### config.mk
export PLATFORM = sky130hd
export DESIGN_NAME = fp_align_add
export DESIGN_NICKNAME = d
export VERILOG_FILES = /design/src/rtl/fp_align_add.sv
export SDC_FILE = /design/constraint.sdc
export NUM_CORES = 1
export LEC_CHECK = 0
export CELL_PAD_IN_SITES_DETAIL_PLACEMENT = 1
export CELL_PAD_IN_SITES_GLOBAL_PLACEMENT = 2
export CORE_ASPECT_RATIO = 1.2
export CORE_MARGIN = 3
export CORE_UTILIZATION = 31
export CTS_CLUSTER_SIZE = 8
export DETAILED_ROUTE_END_ITERATION = 7
export PLACE_DENSITY = 0.82
export SYNTH_ARGS = -nofsm -noshare
export SYNTH_HDL_FRONTEND = slang
export SYNTH_SLANG_ARGS = --single-unit
export TNS_END_PERCENT = 10
### constraint.sdc
create_clock -name clk -period 7.9 [get_ports clk]
set_input_delay 1.185 -clock clk [delete_from_list [all_inputs] [get_ports clk]]
set_output_delay 1.185 -clock clk [all_outputs]
set_load 0.02 [all_outputs]
### src/rtl/fp_align_add.sv
// ---------------------------------------------------------------------------
// fp_align_add
//   First half of the FP32 add/sub datapath. It feeds the normalize stage.
//   Stage 1 unpacks both operands and applies the effective sign of B.
//   It then swaps the operands by magnitude and computes the exponent
//   difference. Stage 2 aligns the smaller mantissa and adds or subtracts
//   it. The result is the unnormalized {carry, leading-1, fraction}.
//   The two stages form a valid/ready pipeline with full backpressure.
//   in_ready is combinational from out_ready; there is no skid buffer.
//
//   Optional feature macro: FP_ALIGN_SPECIAL_EN
//     defined   : NaN/Inf/zero classification drives 'special'
//     undefined : 'special' is tied to 2'b00 and exp==FF is an ordinary number
//
// Ports
//   clk          clock, rising edge
//   rst_n        asynchronous active-low reset
//   in_valid     operand bundle valid
//   in_ready     stage can accept a bundle this cycle
//   op_a, op_b   FP32 operands
//   op_sub       1 = A-B, 0 = A+B
//   out_valid    result bundle valid
//   out_ready    downstream accepts the result
//   temp_frac    {7'b0, carry, leading-1, fraction[22:0]}
//   larger_exp   biased exponent of the larger-magnitude operand
//   result_sign  sign of the result
//   special      00 normal, 01 zero-forced, 10 Inf, 11 NaN
// ---------------------------------------------------------------------------
module fp_align_add #(
    parameter int MAX_SHIFT = 24
) (
    input  logic        clk,
    input  logic        rst_n,
    input  logic        in_valid,
    output logic        in_ready,
    input  logic [31:0] op_a,
    input  logic [31:0] op_b,
    input  logic        op_sub,
    output logic        out_valid,
    input  logic        out_ready,
    output logic [31:0] temp_frac,
    output logic [7:0]  larger_exp,
    output logic        result_sign,
    output logic [1:0]  special
);

    localparam logic [7:0] MAX_SHIFT_C = 8'(MAX_SHIFT);

    // ------------------------------------------------------------------
    // Handshake chain
    // ------------------------------------------------------------------
    logic s1_valid_q, s1_valid_d;
    logic s2_valid_q, s2_valid_d;
    logic s1_adv_s;
    logic s2_adv_s;

    assign s2_adv_s = !s2_valid_q || out_ready;
    assign s1_adv_s = !s1_valid_q || s2_adv_s;
    assign in_ready = s1_adv_s;

    // ------------------------------------------------------------------
    // Stage 1 combinational: unpack, effective sign, magnitude swap
    // ------------------------------------------------------------------
    logic [7:0]  ea_s, eb_s;
    logic [22:0] fa_s, fb_s;
    logic        sa_s, sb_eff_s;
    logic [23:0] ma_s, mb_s;
    logic        swap_s;
    logic [23:0] ml_s, ms_s;
    logic [7:0]  el_s, es_s;
    logic        sl_s;
    logic        eff_sub_s;
    logic        both_zero_s;

    assign ea_s        = op_a[30:23];
    assign eb_s        = op_b[30:23];
    assign fa_s        = op_a[22:0];
    assign fb_s        = op_b[22:0];
    assign sa_s        = op_a[31];
    assign sb_eff_s    = op_b[31] ^ op_sub;
    assign eff_sub_s   = sa_s ^ sb_eff_s;
    assign swap_s      = (op_b[30:0] > op_a[30:0]);
    assign both_zero_s = (ea_s == 8'd0) && (eb_s == 8'd0);

    // Unpack mantissas; a zero exponent flushes the operand to zero
    always_comb begin
        ma_s = 24'd0;
        mb_s = 24'd0;
        if (ea_s == 8'd0) begin
            ma_s = 24'd0;
        end else begin
            ma_s = {1'b1, fa_s};
        end
        if (eb_s == 8'd0) begin
            mb_s = 24'd0;
        end else begin
            mb_s = {1'b1, fb_s};
        end
    end

    // Route the larger magnitude to L and the smaller to S
    always_comb begin
        ml_s = ma_s;
        ms_s = mb_s;
        el_s = ea_s;
        es_s = eb_s;
        sl_s = sa_s;
        if (swap_s) begin
            ml_s = mb_s;
            ms_s = ma_s;
            el_s = eb_s;
            es_s = ea_s;
            sl_s = sb_eff_s;
        end else begin
            ml_s = ma_s;
            ms_s = mb_s;
            el_s = ea_s;
            es_s = eb_s;
            sl_s = sa_s;
        end
    end

`ifdef FP_ALIGN_SPECIAL_EN
    logic a_nan_s, b_nan_s, a_inf_s, b_inf_s;
    logic cls_nan_s, cls_inf_s, cls_inf_sign_s, cls_zero_in_s;

    assign a_nan_s        = (ea_s == 8'hFF) && (fa_s != 23'd0);
    assign b_nan_s        = (eb_s == 8'hFF) && (fb_s != 23'd0);
    assign a_inf_s        = (ea_s == 8'hFF) && (fa_s == 23'd0);
    assign b_inf_s        = (eb_s == 8'hFF) && (fb_s == 23'd0);
    // Inf - Inf under effective subtraction has no defined value
    assign cls_nan_s      = a_nan_s || b_nan_s || (a_inf_s && b_inf_s && eff_sub_s);
    assign cls_inf_s      = a_inf_s || b_inf_s;
    // With both infinite and not NaN, the two signs agree
    assign cls_inf_sign_s = a_inf_s ? sa_s : sb_eff_s;
    assign cls_zero_in_s  = (ea_s == 8'd0) || (eb_s == 8'd0);
`endif

    // ------------------------------------------------------------------
    // Stage 1 registers
    // ------------------------------------------------------------------
    logic [23:0] s1_ml_q, s1_ml_d;
    logic [23:0] s1_ms_q, s1_ms_d;
    logic [7:0]  s1_el_q, s1_el_d;
    logic [7:0]  s1_dist_q, s1_dist_d;
    logic        s1_sl_q, s1_sl_d;
    logic        s1_eff_sub_q, s1_eff_sub_d;
    logic        s1_both_zero_q, s1_both_zero_d;
    logic        s1_zero_sign_q, s1_zero_sign_d;
`ifdef FP_ALIGN_SPECIAL_EN
    logic        s1_nan_q, s1_nan_d;
    logic        s1_inf_q, s1_inf_d;
    logic        s1_inf_sign_q, s1_inf_sign_d;
    logic        s1_zero_in_q, s1_zero_in_d;
`endif

    // Stage 1 next state: load a new bundle when the stage advances
    always_comb begin
        s1_valid_d     = s1_valid_q;
        s1_ml_d        = s1_ml_q;
        s1_ms_d        = s1_ms_q;
        s1_el_d        = s1_el_q;
        s1_dist_d      = s1_dist_q;
        s1_sl_d        = s1_sl_q;
        s1_eff_sub_d   = s1_eff_sub_q;
        s1_both_zero_d = s1_both_zero_q;
        s1_zero_sign_d = s1_zero_sign_q;
`ifdef FP_ALIGN_SPECIAL_EN
        s1_nan_d       = s1_nan_q;
        s1_inf_d       = s1_inf_q;
        s1_inf_sign_d  = s1_inf_sign_q;
        s1_zero_in_d   = s1_zero_in_q;
`endif
        if (s1_adv_s) begin
            s1_valid_d = in_valid;
            if (in_valid) begin
                s1_ml_d        = ml_s;
                s1_ms_d        = ms_s;
                s1_el_d        = el_s;
                // el_s is the larger exponent, so the difference never wraps
                s1_dist_d      = el_s - es_s;
                s1_sl_d        = sl_s;
                s1_eff_sub_d   = eff_sub_s;
                s1_both_zero_d = both_zero_s;
                s1_zero_sign_d = sa_s & sb_eff_s;
`ifdef FP_ALIGN_SPECIAL_EN
                s1_nan_d       = cls_nan_s;
                s1_inf_d       = cls_inf_s;
                s1_inf_sign_d  = cls_inf_sign_s;
                s1_zero_in_d   = cls_zero_in_s;
`endif
            end else begin
                s1_ml_d = s1_ml_q;
            end
        end else begin
            s1_valid_d = s1_valid_q;
        end
    end

    // Stage 1 register bank
    always_ff @(posedge clk or negedge rst_n) begin
        if (!rst_n) begin
            s1_valid_q     <= 1'b0;
            s1_ml_q        <= 24'd0;
            s1_ms_q        <= 24'd0;
            s1_el_q        <= 8'd0;
            s1_dist_q      <= 8'd0;
            s1_sl_q        <= 1'b0;
            s1_eff_sub_q   <= 1'b0;
            s1_both_zero_q <= 1'b0;
            s1_zero_sign_q <= 1'b0;
`ifdef FP_ALIGN_SPECIAL_EN
            s1_nan_q       <= 1'b0;
            s1_inf_q       <= 1'b0;
            s1_inf_sign_q  <= 1'b0;
            s1_zero_in_q   <= 1'b0;
`endif
        end else begin
            s1_valid_q     <= s1_valid_d;
            s1_ml_q        <= s1_ml_d;
            s1_ms_q        <= s1_ms_d;
            s1_el_q        <= s1_el_d;
            s1_dist_q      <= s1_dist_d;
            s1_sl_q        <= s1_sl_d;
            s1_eff_sub_q   <= s1_eff_sub_d;
            s1_both_zero_q <= s1_both_zero_d;
            s1_zero_sign_q <= s1_zero_sign_d;
`ifdef FP_ALIGN_SPECIAL_EN
            s1_nan_q       <= s1_nan_d;
            s1_inf_q       <= s1_inf_d;
            s1_inf_sign_q  <= s1_inf_sign_d;
            s1_zero_in_q   <= s1_zero_in_d;
`endif
        end
    end

    // ------------------------------------------------------------------
    // Stage 2 combinational: align and add/subtract
    // ------------------------------------------------------------------
    logic [23:0] aligned_s;
    logic [24:0] sum_s;
    logic        sum_zero_s;
    logic        sign_s;

    // Truncating alignment; large distances shift everything out
    always_comb begin
        aligned_s = 24'd0;
        if (s1_dist_q >= MAX_SHIFT_C) begin
            aligned_s = 24'd0;
        end else begin
            aligned_s = s1_ms_q >> s1_dist_q;
        end
    end

    // Mantissa add/sub; L >= S, so subtraction never goes negative
    always_comb begin
        sum_s = 25'd0;
        if (s1_eff_sub_q) begin
            sum_s = {1'b0, s1_ml_q} - {1'b0, aligned_s};
        end else begin
            sum_s = {1'b0, s1_ml_q} + {1'b0, aligned_s};
        end
    end

    assign sum_zero_s = (sum_s == 25'd0);

    // Result sign: -0 + -0 stays -0, otherwise exact cancellation is +0
    always_comb begin
        sign_s = s1_sl_q;
        if (s1_both_zero_q) begin
            sign_s = s1_zero_sign_q;
        end else if (sum_zero_s) begin
            sign_s = 1'b0;
        end else begin
            sign_s = s1_sl_q;
        end
    end

    // ------------------------------------------------------------------
    // Stage 2 registers (module outputs)
    // ------------------------------------------------------------------
    logic [31:0] temp_frac_q, temp_frac_d;
    logic [7:0]  larger_exp_q, larger_exp_d;
    logic        result_sign_q, result_sign_d;
`ifdef FP_ALIGN_SPECIAL_EN
    logic [1:0]  special_q, special_d;
`endif

    // Stage 2 next state: payload only changes when the stage advances
    always_comb begin
        s2_valid_d    = s2_valid_q;
        temp_frac_d   = temp_frac_q;
        larger_exp_d  = larger_exp_q;
        result_sign_d = result_sign_q;
`ifdef FP_ALIGN_SPECIAL_EN
        special_d     = special_q;
`endif
        if (s2_adv_s) begin
            s2_valid_d = s1_valid_q;
            if (s1_valid_q) begin
                temp_frac_d   = {7'd0, sum_s};
                larger_exp_d  = s1_el_q;
                result_sign_d = sign_s;
`ifdef FP_ALIGN_SPECIAL_EN
                special_d     = 2'b00;
                if (s1_nan_q) begin
                    temp_frac_d   = 32'h00C0_0000;
                    larger_exp_d  = 8'hFF;
                    result_sign_d = 1'b0;
                    special_d     = 2'b11;
                end else if (s1_inf_q) begin
                    temp_frac_d   = 32'h0080_0000;
                    larger_exp_d  = 8'hFF;
                    result_sign_d = s1_inf_sign_q;
                    special_d     = 2'b10;
                end else if (s1_zero_in_q && sum_zero_s) begin
                    special_d     = 2'b01;
                end else begin
                    special_d     = 2'b00;
                end
`endif
            end else begin
                temp_frac_d = temp_frac_q;
            end
        end else begin
            s2_valid_d = s2_valid_q;
        end
    end

    // Stage 2 register bank
    always_ff @(posedge clk or negedge rst_n) begin
        if (!rst_n) begin
            s2_valid_q    <= 1'b0;
            temp_frac_q   <= 32'd0;
            larger_exp_q  <= 8'd0;
            result_sign_q <= 1'b0;
`ifdef FP_ALIGN_SPECIAL_EN
            special_q     <= 2'b00;
`endif
        end else begin
            s2_valid_q    <= s2_valid_d;
            temp_frac_q   <= temp_frac_d;
            larger_exp_q  <= larger_exp_d;
            result_sign_q <= result_sign_d;
`ifdef FP_ALIGN_SPECIAL_EN
            special_q     <= special_d;
`endif
        end
    end

    assign out_valid   = s2_valid_q;
    assign temp_frac   = temp_frac_q;
    assign larger_exp  = larger_exp_q;
    assign result_sign = result_sign_q;
`ifdef FP_ALIGN_SPECIAL_EN
    assign special     = special_q;
`else
    assign special     = 2'b00;
`endif

endmodule
# Word-level counts from Yosys, hierarchy flattened
# Index checks and enable logic that the tools add are counted.
[classes] bitwise_logic=3 add_sub_neg=3 magnitude_cmp=2 reduce_logical=10 muxes=11 shifts=1
[op_table] op="24-bit two-way mux" count=5
[op_table] op="31-bit greater-than comparator" count=1
[op_table] op="24-bit by 24-bit adder with 25-bit output" count=1
[op_table] op="25-bit zero test" count=1
[op_table] op="25-bit two-way mux" count=1
[op_table] op="24-bit by 24-bit subtractor with 25-bit output" count=1
[op_table] op="24-bit by 8-bit right shift with 24-bit output" count=1
[op_table] op="8-bit zero test" count=2
[op_table] op="8-bit two-way mux" count=2
[op_table] op="8-bit by 5-bit greater-or-equal comparator with 1-bit output, second input constant" count=1
[op_table] op="8-bit subtractor" count=1
[op_table] op="2-bit AND reduction" count=2
[op_table] op="1-bit two-way mux" count=3
[op_table] op="1-bit zero test" count=2
[op_table] op="1-bit logical OR" count=2
[op_table] op="1-bit XOR" count=2
[op_table] op="1-bit AND" count=1
[op_table] op="1-bit logical AND" count=1
[totals] output_inout_bits=45 reg_bits=104 input_bits=69 wordCells=43

# Longest topological paths before layout
[logic_depth] ltp_word=7 depth_mapped=25 mapped_depth_nobuf=20

# Worst setup path before layout
# No wires, ideal clock.
[synth_timing] path_type="reg-to-reg" start="register s1_dist_q[2]" end="register result_sign_q, in the netlist result_sign" synth_period_minus_slack_ps=4798 t_arrival_ps=4673 required_ps=7775 stages_incl_launch_ff=24 setup_time_ps=125 path_buffers=3 slack_ps=3102 cell_sequence="dfrtp_1 buf_4 or3_1 buf_2 o221ai_1 nand2_1 o211ai_1 inv_1 ha_1 and4_1 and2_4 a31oi_1 xnor2_1 ha_1 clkbuf_1 nand4_1 nor4b_1 a21oi_1 a21oi_1 nor3_1 xnor2_1 or3_1 nor4_1 nor2_1"
[synth_via] elab_chain_cells=7 elab_cells_between_ends=9 classes_between="add/sub: 2; order compare: 1; shift: 1; mux: 4; reduce/logical: 1"
[synth_rtl] element="from (decl)" line="145" source="logic [7:0] s1_dist_q, s1_dist_d;"
[synth_rtl] element="from (signal assigned)" line="223" source="s1_dist_q <= s1_dist_d;"
[synth_rtl] element="24-bit by 8-bit right shift with 24-bit output or 8-bit by 5-bit greater-or-equal comparator with 1-bit output (tied branches)" line="251, 248"
[synth_rtl] element="24-bit two-way mux (*)" line="248" source="if (s1_dist_q >= MAX_SHIFT_C) begin"
[synth_rtl] element="24-bit by 24-bit adder with 25-bit output or 24-bit by 24-bit subtractor with 25-bit output (tied branches)" line="261, 259"
[synth_rtl] element="25-bit two-way mux (*)" line="258" source="if (s1_eff_sub_q) begin"
[synth_rtl] element="25-bit zero test (*)" line="265" source="assign sum_zero_s = (sum_s == 25'd0);"
[synth_rtl] element="1-bit two-way mux (*)" line="272" source="end else if (sum_zero_s) begin"
[synth_rtl] element="1-bit two-way mux (*)" line="270" source="if (s1_both_zero_q) begin"
[synth_rtl] element="to (signal assigned)" line="344" source="result_sign_q <= result_sign_d;"
[synth_rtl] element="to (decl)" line="284" source="logic result_sign_q, result_sign_d;"
# Every way passes the cells marked *; elsewhere a longest branch is shown, timed or not.
# A chain may end at the register's enable or synchronous reset.

# Worst setup path in the final report
# Same ends and word-level chain as after synthesis.

==> impl_metrics.env <==
export IMPL_status="complete, no violations"
export IMPL_clock_sinks=104
export IMPL_synthMostInstantiatedCell="nand2_1"
export IMPL_arrival_ns=6.44
export IMPL_core_sq_um=29870
export IMPL_dr_pass1_iters=5
export IMPL_viasPerCell=5.489
export IMPL_crit_family="compound AO/OA/AOI/OAI gates"
export IMPL_relSlewSlack_pct=16.83
export IMPL_vdd_drop_max_mv=0.1653
export IMPL_avgSynthCellArea_sq_um=8.271
export IMPL_slowest_stage="dfrtp_1"
export IMPL_max_cap_viol_count=0
export IMPL_synth_top_flop_cell="dfrtp_1"
export IMPL_ctsHoldBuffers=0
export IMPL_nNetsFinal=1326
export IMPL_finalSetupViolCount=0
export IMPL_cpPeakStageDelay_ns=1.00
export IMPL_final_cells=1593
export IMPL_grt_pass1_vias=9085
export IMPL_antenna_left=0
export IMPL_netlist_top_cells_area="dfrtp_1, ha_1, nand2_1"
export IMPL_crit_path_end_kind="register"
export IMPL_drive_gt1_share_pct=7.814
export IMPL_holdWs_ns=0.4834
export IMPL_min_path_type="register to register"
export IMPL_cpMostUsedCell="a2111oi_0"
export IMPL_rows=69
export IMPL_die_width_um=165.8
export IMPL_dr_first_iter_drc_count=361
export IMPL_synth_xor_area_share_pct=3.594
export IMPL_initial_core_util_pct=31.81
export IMPL_grt_pass1_wl_um=49890
export IMPL_synth_top_family_by_area="compound AO/OA/AOI/OAI gates"
export IMPL_timing_hold_violations_final=0
export IMPL_synth_edf_count=0
export IMPL_design_die_area_sq_um=32800
export IMPL_clock_path_buffers=2
export IMPL_final_period_utilization_pct=78.41
export IMPL_synth_seq_cells=104
export IMPL_antenna_found_initial=0
export IMPL_r2r_setup_slack_ns=1.71
export IMPL_overflow=0
export IMPL_post_cts_setup_buffers=0
export IMPL_numCtsBuffers=9
export IMPL_netlist_area_sq_um=9503
export IMPL_cp_cell_sequence="or3b_1, o22ai_1, a22oi_1, a211o_1, and4_1, a21oi_1, xnor2_1, ha_1, nand4_1, a2111oi_0, nor3_1, o31ai_1, a2111oi_0, a311oi_1, o2111ai_1, nor4_1, nor2_1"
export IMPL_worst_setup_path_type="register to register"
export IMPL_setup_tns_ns=0
export IMPL_cp_start_kind="register"
export IMPL_cts_tree="yes"
export IMPL_h_tree_depth=3
export IMPL_yosysTopAreaCellShare_pct=27.39
export IMPL_drc=0
export IMPL_dr_total_vias=8744
export IMPL_grt_max_degree=79
export IMPL_final_util_pct=36.81
export IMPL_p_per_area_nw_per_um2=342.0
export IMPL_synth_async_reset_ratio_pct=100.0
export IMPL_clockRootBuffer="clkbuf_16"
export IMPL_fp_dieH_um=197.8
export IMPL_maxSlewViolCount=0
export IMPL_p_leak_nw=4.533
export IMPL_synthMuxAreaShare_pct=10.45
export IMPL_clk_insertion_delay_late_ns=0.36
export IMPL_fin_skew_ns=0.01364
export IMPL_syn2layout_area_growth_pct=15.71
export IMPL_place_hpwl_um=24550
export IMPL_grt_total_usage_pct=18.79
export IMPL_wl_um=31090
export IMPL_place_gp_congestion=0.8778
export IMPL_rsz0062_at_grt="false"
export IMPL_yosys_top_cells_count="nand2_1, dfrtp_1, nor2_1, o21ai_0"
export IMPL_port_buffers=104
export IMPL_ios=114
export IMPL_synth_compound_area_share_pct=22.86
export IMPL_cp_required_ns=8.14
export IMPL_cts_resized=0
export IMPL_yosysTopAreaCell="dfrtp_1"
export IMPL_synth_yosys_seq_area_share_pct=27.39
export IMPL_place_inst=1577
export IMPL_synth_cell_types=93
export IMPL_synth_warnings=0
export IMPL_wl_per_cell_um=19.52
export IMPL_fmax_mhz=161.4
export IMPL_cp_num_buf_inv=0
export IMPL_postSynthCellCount=1149
export IMPL_synthSimpleGateAreaFrac_pct=20.97
export IMPL_crit_fanout=27
export IMPL_clk_pin_slew_ns=0.08
export IMPL_antennaDiodeCount=0
export IMPL_tightestPinTransition_ns=1.248
export IMPL_synth_adder_area_share_pct=7.847
export IMPL_finalCriticalPeriod_ns=6.194
==> path summary, 6_finish.rpt <==
path                               from           end  cells past startpoint
setup / recovery           s1_dist_q[2]   result_sign                     17
hold / removal             temp_frac[5]  temp_frac[5]                      2
setup reg to reg           s1_dist_q[2]   result_sign                     17
hold reg to reg            temp_frac[5]  temp_frac[5]                      2
max in group asynchronous         rst_n  s1_dist_q[0]                      2
min in group asynchronous         rst_n  temp_frac[1]                      1
==> worst reg2reg max path, cell delays in order (launching register included) <==
cell and delay (ns):
dfrtp_1 1.00, or3b_1 0.61, o22ai_1 0.53, a22oi_1 0.22, a211o_1 0.42, and4_1 0.28
a21oi_1 0.19, xnor2_1 0.10, ha_1 0.44, nand4_1 0.19, a2111oi_0 0.34, nor3_1 0.15
o31ai_1 0.61, a2111oi_0 0.22, a311oi_1 0.34, o2111ai_1 0.16, nor4_1 0.22, nor2_1 0.07
==> where the power goes <==
part	leakage, nW	switching (mW)	total [mW]	internal [mW]
sequential	1.26	0.183	0.860	0.678
clock	0.146	0.231	0.484	0.253
combinational	3.13	1.39	2.42	1.02
==> cells in the final DEF, fill, tap and decap left out, types with 5 or more instances in the layout <==
| cell type | count |
|---|---|
| mux2i_1 | 32 |
| nand2b_1 | 12 |
| a21oi_1 | 58 |
| o221ai_1 | 11 |
| nand2_1 | 155 |
| nand3_1 | 28 |
| o31ai_1 | 6 |
| conb_1 | 9 |
| nor2b_1 | 9 |
| clkdlybuf4s50_1 | 103 |
| nand4_1 | 13 |
| o211ai_1 | 13 |
| xnor2_1 | 20 |
| inv_1 | 51 |
| xor2_1 | 19 |
| and2_1 | 6 |
| nor4_1 | 9 |
| a22oi_1 | 18 |
| o22ai_1 | 10 |
| mux4_2 | 12 |
| or3_1 | 7 |
| mux2_2 | 24 |
| nand3b_1 | 5 |
| a31oi_1 | 33 |
| a21o_1 | 13 |
| o21ai_0 | 88 |
| ha_1 | 58 |
| nor3_1 | 22 |
| and3_1 | 10 |
| clkbuf_16 | 9 |
| a221oi_1 | 16 |
| nor2_1 | 100 |
| dfrtp_1 | 103 |
| nor3b_1 | 8 |
| buf_4 | 9 |
==> final cells by class <==
type | count | area (sq um)
Clock buffer | 9 | 225.2
Sequential cell | 104 | 2604
Inverter | 51 | 191.4
Multi-Input combinational cell | 920 | 6304
Clock inverter | 7 | 85.08
Tap cell | 390 | 488.0
Timing Repair Buffer | 112 | 1099
Fill cell | 3581 | 18880
==> stage by stage <==
stage | instance area [sq um] | worst slack, ns | total power, mW
after floorplan | 9533 | 3.102 | 2.593
after global placement | 10690 | 1.951 | 3.246
after detailed placement | 10690 | 1.805 | 3.291
after CTS | 11000 | 1.776 | 3.797
after global routing | 11000 | 1.239 | 4.098
final | 11000 | 1.706 | 3.761
==> state kept, by name (all words and copies together), names as in the netlist <==
| name | flops |
|---|---|
| s1_ms_q | 24 |
| s1_sl_q | 1 |
| s1_dist_q | 8 |
| s1_both_zero_q | 1 |
| s1_valid_q | 1 |
| s1_el_q | 8 |
| s1_ml_q | 24 |
| temp_frac | 25 |
| larger_exp | 8 |
| s1_eff_sub_q | 1 |
| out_valid | 1 |
| s1_zero_sign_q | 1 |
| result_sign | 1 |
==> metal layers <==
metal	vias up	GRT usage, %	wire (um)
met5	-	0	0
met4	0	4.407	494
met2	155	34.34	15770
met3	18	2.436	963
met1	4281	23.67	13870
li1	4290	-	-
==> cells by family after synthesis <==
| family | after synthesis |
|---|---|
| mux | 74 |
| compound gates | 325 |
| other cells | 1 |
| flops | 104 |
| simple gates | 414 |
| buf+inv | 133 |
| xor+xnor | 39 |
| fa+ha+maj | 59 |
No activity file was read; power rests on OpenSTA's default activity.
